==> config.mk <==
export PLATFORM = sky130hd
export DESIGN_NAME = req_encoder_4_2_flat
export DESIGN_NICKNAME = d
export VERILOG_FILES = /design/src/rtl/req_encoder_4_2_if.sv /design/src/rtl/req_encoder_4_2.sv /design/src/flat_wrapper.sv
export SDC_FILE = /design/constraint.sdc
export NUM_CORES = 1
export LEC_CHECK = 0
export BUFFER_PORTS_ARGS = -buffer_cell sky130_fd_sc_hd__buf_2
export CAP_MARGIN = 20
export CORE_AREA = 2 2 39 41
export DETAILED_ROUTE_END_ITERATION = 10
export DIE_AREA = 0 0 41 43
export SLEW_MARGIN = 5
export SYNTH_ARGS = -nofsm -noshare
export SYNTH_HDL_FRONTEND = slang
export SYNTH_SLANG_ARGS = --single-unit
==> constraint.sdc <==
create_clock -name clk -period 2 [get_ports clk]
set_input_delay 0.4 -clock clk [delete_from_list [all_inputs] [get_ports clk]]
set_output_delay 0.4 -clock clk [all_outputs]
set_load 0.005 [all_outputs]
==> src/rtl/req_encoder_4_2_if.sv <==
// Request/handshake bundle for the 4:2 request encoder: request inputs,
// downstream accept, and the registered index, valid and observability outputs.
interface req_encoder_4_2_if;
    logic [3:0] in;
    logic       ready;
    logic [1:0] out;
    logic       valid;
    logic [3:0] pending;
    logic       lost;

    modport master (
        output in,
        output ready,
        input  out,
        input  valid,
        input  pending,
        input  lost
    );

    modport slave (
        input  in,
        input  ready,
        output out,
        output valid,
        output pending,
        output lost
    );
endinterface

==> src/rtl/req_encoder_4_2.sv <==
// Registered 4:2 fixed-priority request encoder. Requests are merged into a
// pending register and emitted one index at a time, highest bit first.
module req_encoder_4_2 (
    input  logic               clk,
    input  logic               rst_n,
    req_encoder_4_2_if.slave   bus
);

    typedef enum logic {IDLE = 1'b0, HOLD = 1'b1} state_t;

    state_t     state_p0;
    logic [1:0] out_p0;
    logic [3:0] pending_p0;
    logic       lost_p0;

    logic [3:0] cand;
    logic [3:0] g;
    logic [3:0] g_eff;
    logic       load;

    function automatic logic [3:0] top_onehot(input logic [3:0] v);
        logic [3:0] r;
        r = 4'b0000;
        if (v[3])      r = 4'b1000;
        else if (v[2]) r = 4'b0100;
        else if (v[1]) r = 4'b0010;
        else if (v[0]) r = 4'b0001;
        return r;
    endfunction

    function automatic logic [1:0] enc(input logic [3:0] v);
        logic [1:0] r;
        r = 2'b00;
        if (v[3])      r = 2'b11;
        else if (v[2]) r = 2'b10;
        else if (v[1]) r = 2'b01;
        return r;
    endfunction

    always_comb begin
        cand  = pending_p0 | bus.in;
        load  = (state_p0 == IDLE) || bus.ready;
        g     = top_onehot(cand);
        g_eff = load ? g : 4'b0000;
    end

    // Single register stage: handshake state, held index, pending set and lost pulse.
    always_ff @(posedge clk or negedge rst_n) begin
        if (!rst_n) begin
            state_p0   <= IDLE;
            out_p0     <= 2'b00;
            pending_p0 <= 4'b0000;
            lost_p0    <= 1'b0;
        end else begin
            lost_p0 <= |(bus.in & pending_p0 & ~g_eff);
            if (load) begin
                state_p0 <= (|cand) ? HOLD : IDLE;
                if (|cand)
                    out_p0 <= enc(cand);
                // A fresh request on the bit granted out of pending is a new event and stays pending.
                pending_p0 <= (cand & ~g) | (bus.in & pending_p0 & g);
            end else begin
                pending_p0 <= pending_p0 | bus.in;
            end
        end
    end

    assign bus.out     = out_p0;
    assign bus.valid   = (state_p0 == HOLD);
    assign bus.pending = pending_p0;
    assign bus.lost    = lost_p0;

endmodule

==> src/flat_wrapper.sv <==
// flat-port wrapper written by rule: the top's interface ports become plain ports
module req_encoder_4_2_flat 
  (clk, rst_n, bus_in, bus_ready, bus_out, bus_valid, bus_pending, bus_lost);
  req_encoder_4_2_if bus_i ();
  input  logic clk;
  input  logic rst_n;
  input wire logic [$bits(bus_i.in)-1:0] bus_in;
  input wire logic [$bits(bus_i.ready)-1:0] bus_ready;
  output wire logic [$bits(bus_i.out)-1:0] bus_out;
  output wire logic [$bits(bus_i.valid)-1:0] bus_valid;
  output wire logic [$bits(bus_i.pending)-1:0] bus_pending;
  output wire logic [$bits(bus_i.lost)-1:0] bus_lost;
  assign bus_i.in = bus_in;
  assign bus_i.ready = bus_ready;
  assign bus_out = bus_i.out;
  assign bus_valid = bus_i.valid;
  assign bus_pending = bus_i.pending;
  assign bus_lost = bus_i.lost;
  req_encoder_4_2 u_core (.clk(clk), .rst_n(rst_n), .bus(bus_i));
endmodule
==> results of run 1 <==
## report_power, final
| part | total [mW] | internal, mW | switching [mW] |
|---|---|---|---|
| Clock | 0.125 | 0.0688 | 0.0565 |
| Combinational | 0.0599 | 0.0277 | 0.0322 |
| Sequential | 0.182 | 0.172 | 0.00976 |
| Total | 0.367 | 0.268 | 0.0985 |
## layout by cell type, fill, tap and decap left out, drive strengths merged
cell type     n
nand3         1
dfrtp         8
o22ai         1
a21o          1
nand4         2
clkbuf        3
a21oi         4
a22oi         1
a31oi         1
inv           2
dlygate4sd3   1
nor2          3
buf          14
nand2b        1
o31a          1
o21ai         2
a41oi         1
maj3          2
nand2         3
nor4          1
and2b         1
a221o         1
## per-stage QoR
step | hold WS (ns) | cells | worst slack (ns)
finish | 0.428 | 71 | 0.707
global route | 0.431 | 71 | 0.650
CTS | 0.420 | 71 | 0.695
detailed placement | 0.256 | 67 | 0.609
global placement | 0.254 | 67 | 0.649
floorplan | 0.104 | 38 | 0.848
## path summary, 6_finish.rpt
check / start / to / slack [ns] / depth (start not counted)
hold / removal: bus_in[0] / u_core.bus.valid / 0.43 / 3
min in group asynchronous: rst_n / u_core.bus.pending[2] / 0.51 / 2
hold reg to reg: u_core.bus.out[1] / u_core.bus.out[1] / 0.50 / 2
setup / recovery: u_core.bus.pending[2] / bus_pending[2] / 0.71 / 1
max in group asynchronous: rst_n / u_core.bus.pending[1] / 1.32 / 2
setup reg to reg: u_core.bus.valid / u_core.bus.lost / 0.77 / 3
## sequential cells by signal, summed over array words and instances, names as in the netlist
| signal | count |
|---|---|
| u_core.bus.pending | 4 |
| u_core.bus.out | 2 |
| u_core.bus.lost | 1 |
| u_core.bus.valid | 1 |
## kinds of logic after synthesis
logic type	after synthesis	synth area share [%]
flip-flops	8	47.6
AND/OR/NAND/NOR	12	22.9
adder cells (fa/ha/maj)	2	5.36
AO/OA/AOI/OAI	13	20.5
buffers and inverters	3	3.57
## area by class of cell
class | instances | area (µm²) | share of cell area, %
flip-flops and latches | 8 | 200 | 37.4
clock buffers | 3 | 22.5 | 4.21
repair buffers | 15 | 80.1 | 15.0
multi-input cells | 27 | 205 | 38.3
inverters | 2 | 7.51 | 1.40
well taps | 16 | 20.0 | 3.74
## tightest hold or removal path: stages
cell and delay, ns:
buf_2 0.12, nor4_2 0.06, nand4_1 0.08
## layer usage
layer  wire length (µm)  share of wire (%)
met5                  0                  0
met2                327                 40
met1                392                 48
met3                 53                6.5
met4                 41                5.0
==> flow_summary.json, run 1 <==
{
  "outcome": "finished, final reports clean",
  "synth-main-ff-cell": "dfrtp_1",
  "ant_nets": 0,
  "period_share_pct": 64.6,
  "met2_usage_pct": 12.8,
  "cp_cell_sequence": "buf_2",
  "synth-seq-cells": 8,
  "ys_seq_area_share_pct": 47.6,
  "cts.repair.resized": 0,
  "critPathArrivalTime_ns": 0.89,
  "hold_violations": 0,
  "syn_area_per_cell_um2": 11.1,
  "drt_first_pass_iters": 2,
  "area_growth_pct": 27.4,
  "clock_latency_ns": 0.26,
  "worst_ep_required_time_ns": 1.60,
  "clk_path_buf_depth": 2,
  "setup_viol": 0,
  "htree_levels": 1,
  "dpl_cell_area_um2": 503,
  "max_stage_delay_ns": 0.47,
  "rsz0062_at_grt": "false",
  "cp-start-kind": "register",
  "synthTopCellsByCount": "8 x dfrtp_1, 4 x a21oi_1, 3 x nand2_1",
  "chipWidth_um": 41,
  "ios": 15,
  "num-fill-cells": 144,
  "cts-root-buf": "clkbuf_4",
  "syn_area_um2": 420,
  "port_buffers": 14,
  "drt-initial-drc-count": 2,
  "power_mw": 0.367,
  "grtUsageMet1_pct": 17.4,
  "viasPerCell": 4.87,
  "numCtsBuffers": 3,
  "cts_sinks": 8,
  "post-dp-hpwl_um": 621,
  "p_leak_nw": 0.230,
  "die_h_um": 43,
  "maxCapViolations": 0,
  "yosys_warnings": 0,
  "cts_setup_buffers": 0,
  "hp-class": "input port to register",
  "wirelength_um": 815,
  "fin_skew_ns": 0.00252,
  "synth_fp_nets": 45,
  "relSlewSlack_pct": 76.7,
  "top_usage_layer": "met1",
  "tightest_slew_ns": 0.347,
  "worst_setup_path_end_kind": "primary output",
  "final_util_pct": 38.7,
  "critPathKind": "register to primary output",
  "track_usage_pct": 12.0,
  "setup_tns_ns": 0,
  "vias": 346,
  "gp_congestion": 0.659,
  "synthTopCellsByArea": "dfrtp_1 48%, maj3_2 5.4%, a21oi_1 4.8%",
  "antenna_found_initial": 0,
  "grt_pass1_vias": 298,
  "initial_core_util_pct": 30.4,
  "die_area_mm2": 0.00176,
  "ys_types": 23,
  "cp_slowest_cell": "dfrtp_1",
  "grt_use_met3_pct": 3.66,
  "fin_nets": 64,
  "maxSlewViolCount": 0,
  "antenna_cells": 0,
  "grt_pass1_wl_mm": 1.35,
  "core_area_mm2": 0.00138,
  "async_flop_share_pct": 100,
  "synth_top_area_share_pct": 47.6,
  "holdBufCountCts": 1,
  "cts_tree": "built",
  "ir_drop_mv": 0.221,
  "synth_edf_count": 0,
  "rows": 14,
  "drive_above_1_share_pct": 43.6,
  "synth_cells": 38,
  "synth_top_area_cell": "dfrtp_1",
  "max_freq_mhz": 774,
  "remaining_drc_errors": 0,
  "p_per_area_mw_per_mm2": 685,
  "grt_max_degree": 9,
  "stdcell_area_um2": 536,
  "worstPathMaxFanout": 4,
  "grt_overflow": 0,
  "min_period_ns": 1.29,
  "critPathTopFamily": "flip-flops",
  "path_clk_slew_ns": 0.05,
  "critPathBufInv": 1,
  "yosysMostFrequentCell": "dfrtp_1",
  "wire_per_inst_um": 11.5
}
Power figures use the tool's default switching activity.
==> run 2: changes to the inputs <==
clock period = 1.2 ns   (was 2 ns; I/O delays follow)
==> flow_summary.json, run 2 (same netlist as run 1, synthesis figures left out) <==
{
  "setup_viol": 0,
  "cp_slowest_cell": "dfrtp_2",
  "antenna_found_initial": 0,
  "max_freq_mhz": 876,
  "setup_tns_ns": 0,
  "grt_use_met3_pct": 6.28,
  "hp-class": "input port to register",
  "r2r_slack_ns": 0.06,
  "area_growth_pct": 41.7,
  "cts_tree": "built",
  "maxSlewViolCount": 0,
  "initial_core_util_pct": 30.4,
  "clock_latency_ns": 0.26,
  "ios": 15,
  "final_util_pct": 43.0,
  "wirelength_um": 868,
  "antenna_cells": 0,
  "path_clk_slew_ns": 0.06,
  "p_seq_share_pct": 47.7,
  "wire_per_inst_um": 11.6,
  "worstPathMaxFanout": 5,
  "min_period_ns": 1.14,
  "core_area_mm2": 0.00138,
  "tightest_slew_ns": 0.237,
  "post-dp-hpwl_um": 654,
  "grt_pass1_wl_mm": 1.35,
  "met2_usage_pct": 15.6,
  "switching_share_pct": 28.3,
  "fin_nets": 68,
  "clk_path_buf_depth": 2,
  "grt_pass1_vias": 314,
  "mostFrequentLayoutCells": "14 x buf_2, 6 x dfrtp_1, 4 x a21oi_1, 4 x buf_4",
  "drt-initial-drc-count": 8,
  "power_switching_mw": 0.181,
  "viasPerCell": 4.93,
  "whs_ns": 0.279,
  "rows": 14,
  "drive_above_1_share_pct": 54.2,
  "comb_power_share_pct": 18.3,
  "die_area_mm2": 0.00176,
  "cts-root-buf": "clkbuf_4",
  "critPathArrivalTime_ns": 1.29,
  "power_mw": 0.638,
  "hold_violations": 0,
  "ant_nets": 0,
  "cts_sinks": 8,
  "critPathKind": "register to register",
  "largest_register_ffs": 4,
  "outcome": "finished, final reports clean",
  "chipWidth_um": 41,
  "drt_first_pass_iters": 3,
  "numCtsBuffers": 3,
  "p_leak_nw": 0.251,
  "cts_setup_buffers": 0,
  "vias": 370,
  "htree_levels": 1,
  "dpl_cell_area_um2": 533,
  "worst_ep_required_time_ns": 1.35,
  "layout_commonest_cell": "buf_2",
  "top_usage_layer": "met1",
  "cp-start-kind": "register",
  "grtUsageMet1_pct": 16.1,
  "remaining_drc_errors": 0,
  "ir_drop_mv": 0.423,
  "p_per_area_mw_per_mm2": 1070,
  "gp_congestion": 0.721,
  "stdcell_area_um2": 596,
  "grt_max_degree": 9,
  "maxCapViolations": 0,
  "grt_overflow": 0,
  "max_stage_delay_ns": 0.46,
  "worst_setup_path_end_kind": "register",
  "fin_skew_ns": 0.00206,
  "port_buffers": 14,
  "cp_cell_sequence": "nor2_4 -> nand4_4 -> a221o_1",
  "relSlewSlack_pct": 84.1,
  "p_int_mw": 0.457,
  "track_usage_pct": 12.4,
  "period_share_pct": 95.1,
  "die_h_um": 43,
  "power.share.clock_pct": 34.1
}
run 2: changes by cell type in the layout (fill, tap and decap cells not counted), sizes merged:
| cell | previous run | this run |
|---|---|---|
| buf | 14 | 18 |
run 2: routing by layer:
metal	share of wire [%]	up-vias	wire, µm
met1	47	167	408
met2	42	15	368
met4	2.9	0	25
met5	0	-	0
li1	-	185	-
met3	7.6	3	66
run 2: path summary, 6_finish.rpt:
check / cells past startpoint / endpoint / from
max reg2reg: 3 / u_core.bus.lost / u_core.bus.pending[1]
min: 3 / u_core.bus.valid / bus_in[0]
max in group asynchronous: 2 / u_core.bus.pending[2] / rst_n
max: 3 / u_core.bus.lost / u_core.bus.pending[1]
min reg2reg: 2 / u_core.bus.out[1] / u_core.bus.out[1]
min in group asynchronous: 2 / u_core.bus.lost / rst_n
run 2: what timing repair did:
item                                    CTS  global route
endpoints found under the setup margin    2             4
pin swaps                                 0             2
gates cloned                              0             0
hold buffers                              1             0
endpoints found under the hold margin     8             0
gates resized for setup                   2             5
run 2: layout make-up:
class	count	area (µm²)
Timing Repair Buffer	19	110
Multi-Input combinational cell	27	233
Clock buffer	3	22.5
Tap cell	16	20.0
Fill cell	141	788
Inverter	2	7.51
Sequential cell	8	203
run 2: power groups by stage:
stage / logic (mW) / clock network [mW] / registers [mW]
finish: 0.116 / 0.217 / 0.304
global route: 0.129 / 0.245 / 0.306
CTS: 0.113 / 0.218 / 0.303
detailed placement: 0.109 / 0 / 0.308
global placement: 0.108 / 0 / 0.307
floorplan: 0.0518 / 0 / 0.310
run 2: per-stage QoR:
step	setup slack (ns)	instances
3_3_place_gp	-0.0202	71
4_1_cts	0.0101	75
2_1_floorplan	0.0476	38
3_5_place_dp	-0.0214	71
5_1_grt	-0.000231	75
6_report	0.0589	75
run 2: worst max-delay path, delay by kind of cell, from the launching register on:
family	cells	cell delay (ns)
flip-flops	1	0.46
AO/OA/AOI/OAI	1	0.32
AND/OR/NAND/NOR	2	0.25
==> run 3: changes to the inputs <==
MAX_ROUTING_LAYER = met4   (was unset)
==> flow_summary.json, run 3 (same netlist as run 1, synthesis figures left out) <==
{
  "post-dp-hpwl_um": 654,
  "multi_input_area_um2": 233,
  "track_usage_pct": 12.7,
  "die_area_mm2": 0.00176,
  "rows": 14,
  "port_buffers": 14,
  "max_freq_mhz": 876,
  "clk_path_buf_depth": 2,
  "vias": 369,
  "regArea_um2": 203,
  "layout_commonest_cell": "buf_2",
  "area_growth_pct": 41.7,
  "wire_per_inst_um": 11.7,
  "drive_above_1_share_pct": 54.2,
  "power_mw": 0.640,
  "worstPathMaxFanout": 5,
  "initial_core_util_pct": 30.4,
  "ios": 15,
  "grt_overflow": 0,
  "largest_register_ffs": 4,
  "worst_ep_required_time_ns": 1.35,
  "maxCapViolations": 0,
  "antenna_found_initial": 0,
  "stdcell_area_um2": 596,
  "grt_pass1_vias": 311,
  "dpl_cell_area_um2": 533,
  "cp_cell_sequence": "nor2_4 -> nand4_4 -> a221o_1",
  "outcome": "finished, final reports clean",
  "viasPerCell": 4.92,
  "tightest_slew_ns": 0.237,
  "setup_viol": 0,
  "chipWidth_um": 41,
  "critPathBufInv": 0,
  "critPathArrivalTime_ns": 1.29,
  "antenna_cells": 0,
  "die_h_um": 43,
  "p_leak_nw": 0.251,
  "min_period_ns": 1.14,
  "cts-root-buf": "clkbuf_4",
  "htree_levels": 1,
  "maxSlewViolCount": 0,
  "num-fill-cells": 141,
  "cp_slowest_cell": "dfrtp_2",
  "period_share_pct": 95.1,
  "dpl_worst_slack_ns": -0.0214,
  "cp-start-kind": "register",
  "remaining_drc_errors": 0,
  "fin_nets": 68,
  "critPathKind": "register to register",
  "numCtsBuffers": 3,
  "mostFrequentLayoutCells": "14 x buf_2, 6 x dfrtp_1, 4 x a21oi_1, 4 x buf_4",
  "core_area_mm2": 0.00138,
  "setup_tns_ns": 0,
  "hold_violations": 0,
  "worst_setup_path_end_kind": "register",
  "setup_ws_ns": 0.0589,
  "max_stage_delay_ns": 0.46,
  "clock_latency_ns": 0.26,
  "grt_pass1_wl_mm": 1.36,
  "critPathTopFamily": "flip-flops",
  "ir_drop_mv": 0.423,
  "r2r_slack_ns": 0.06,
  "drt_first_pass_iters": 3,
  "grt_max_degree": 9,
  "wirelength_um": 875,
  "gp_congestion": 0.729,
  "hp-class": "input port to register",
  "path_clk_slew_ns": 0.06,
  "fin_skew_ns": 0.00206,
  "cts_sinks": 8,
  "ant_nets": 0,
  "cts_tree": "built",
  "relSlewSlack_pct": 84.1,
  "whs_ns": 0.277,
  "drt-initial-drc-count": 8,
  "p_per_area_mw_per_mm2": 1070
}
run 3: cell counts in the layout (fill, tap and decap cells not counted):
Identical to the previous run, type by type.
run 3: repair_timing:
action / 4_1_cts / 5_1_grt
hold endpoints to repair: 8 / 0
gates resized for setup: 2 / 5
hold buffers: 1 / 0
pin swaps: 0 / 2
endpoints found under the setup margin: 2 / 4
buffers inserted: 0 / 0
run 3: stage by stage:
| step | cells | utilization, % |
|---|---|---|
| 2_1_floorplan | 38 | - |
| 3_3_place_gp | 71 | 38.5 |
| 3_5_place_dp | 71 | 38.5 |
| 4_1_cts | 75 | 41.2 |
| 5_1_grt | 75 | 43.0 |
| 6_report | 75 | 43.0 |
run 3: worst paths after layout:
kind,cells after the start,from,endpoint
max,3,u_core.bus.pending[1],u_core.bus.lost
min,3,bus_in[0],u_core.bus.valid
max reg2reg,3,u_core.bus.pending[1],u_core.bus.lost
min reg2reg,2,u_core.bus.out[1],u_core.bus.out[1]
max in group asynchronous,2,rst_n,u_core.bus.pending[2]
min in group asynchronous,2,rst_n,u_core.bus.lost
run 3: layout make-up:
class,count,area share (%)
sequential,8,34.0
timing repair buffer,19,18.5
multi-input combinational,27,39.1
tap,16,3.36
inverter,2,1.26
clock buffer,3,3.78
run 3: metal layers:
metal  track usage, %  part of all wire, %
met5                -                    0
met2             15.6                   43
met1             16.1                   47
met4             8.00                  2.3
met3             6.28                  7.8
run 3: power by group:
group          total [mW]  internal, mW  switching [mW]
combinational       0.116        0.0546          0.0618
clock               0.219         0.115           0.104
sequential          0.304         0.287          0.0169
run 3: worst register-to-register path, cell delays in order, from the launching register on:
cell and delay, ns:
dfrtp_2 0.46, nor2_4 0.13, nand4_4 0.12, a221o_1 0.32
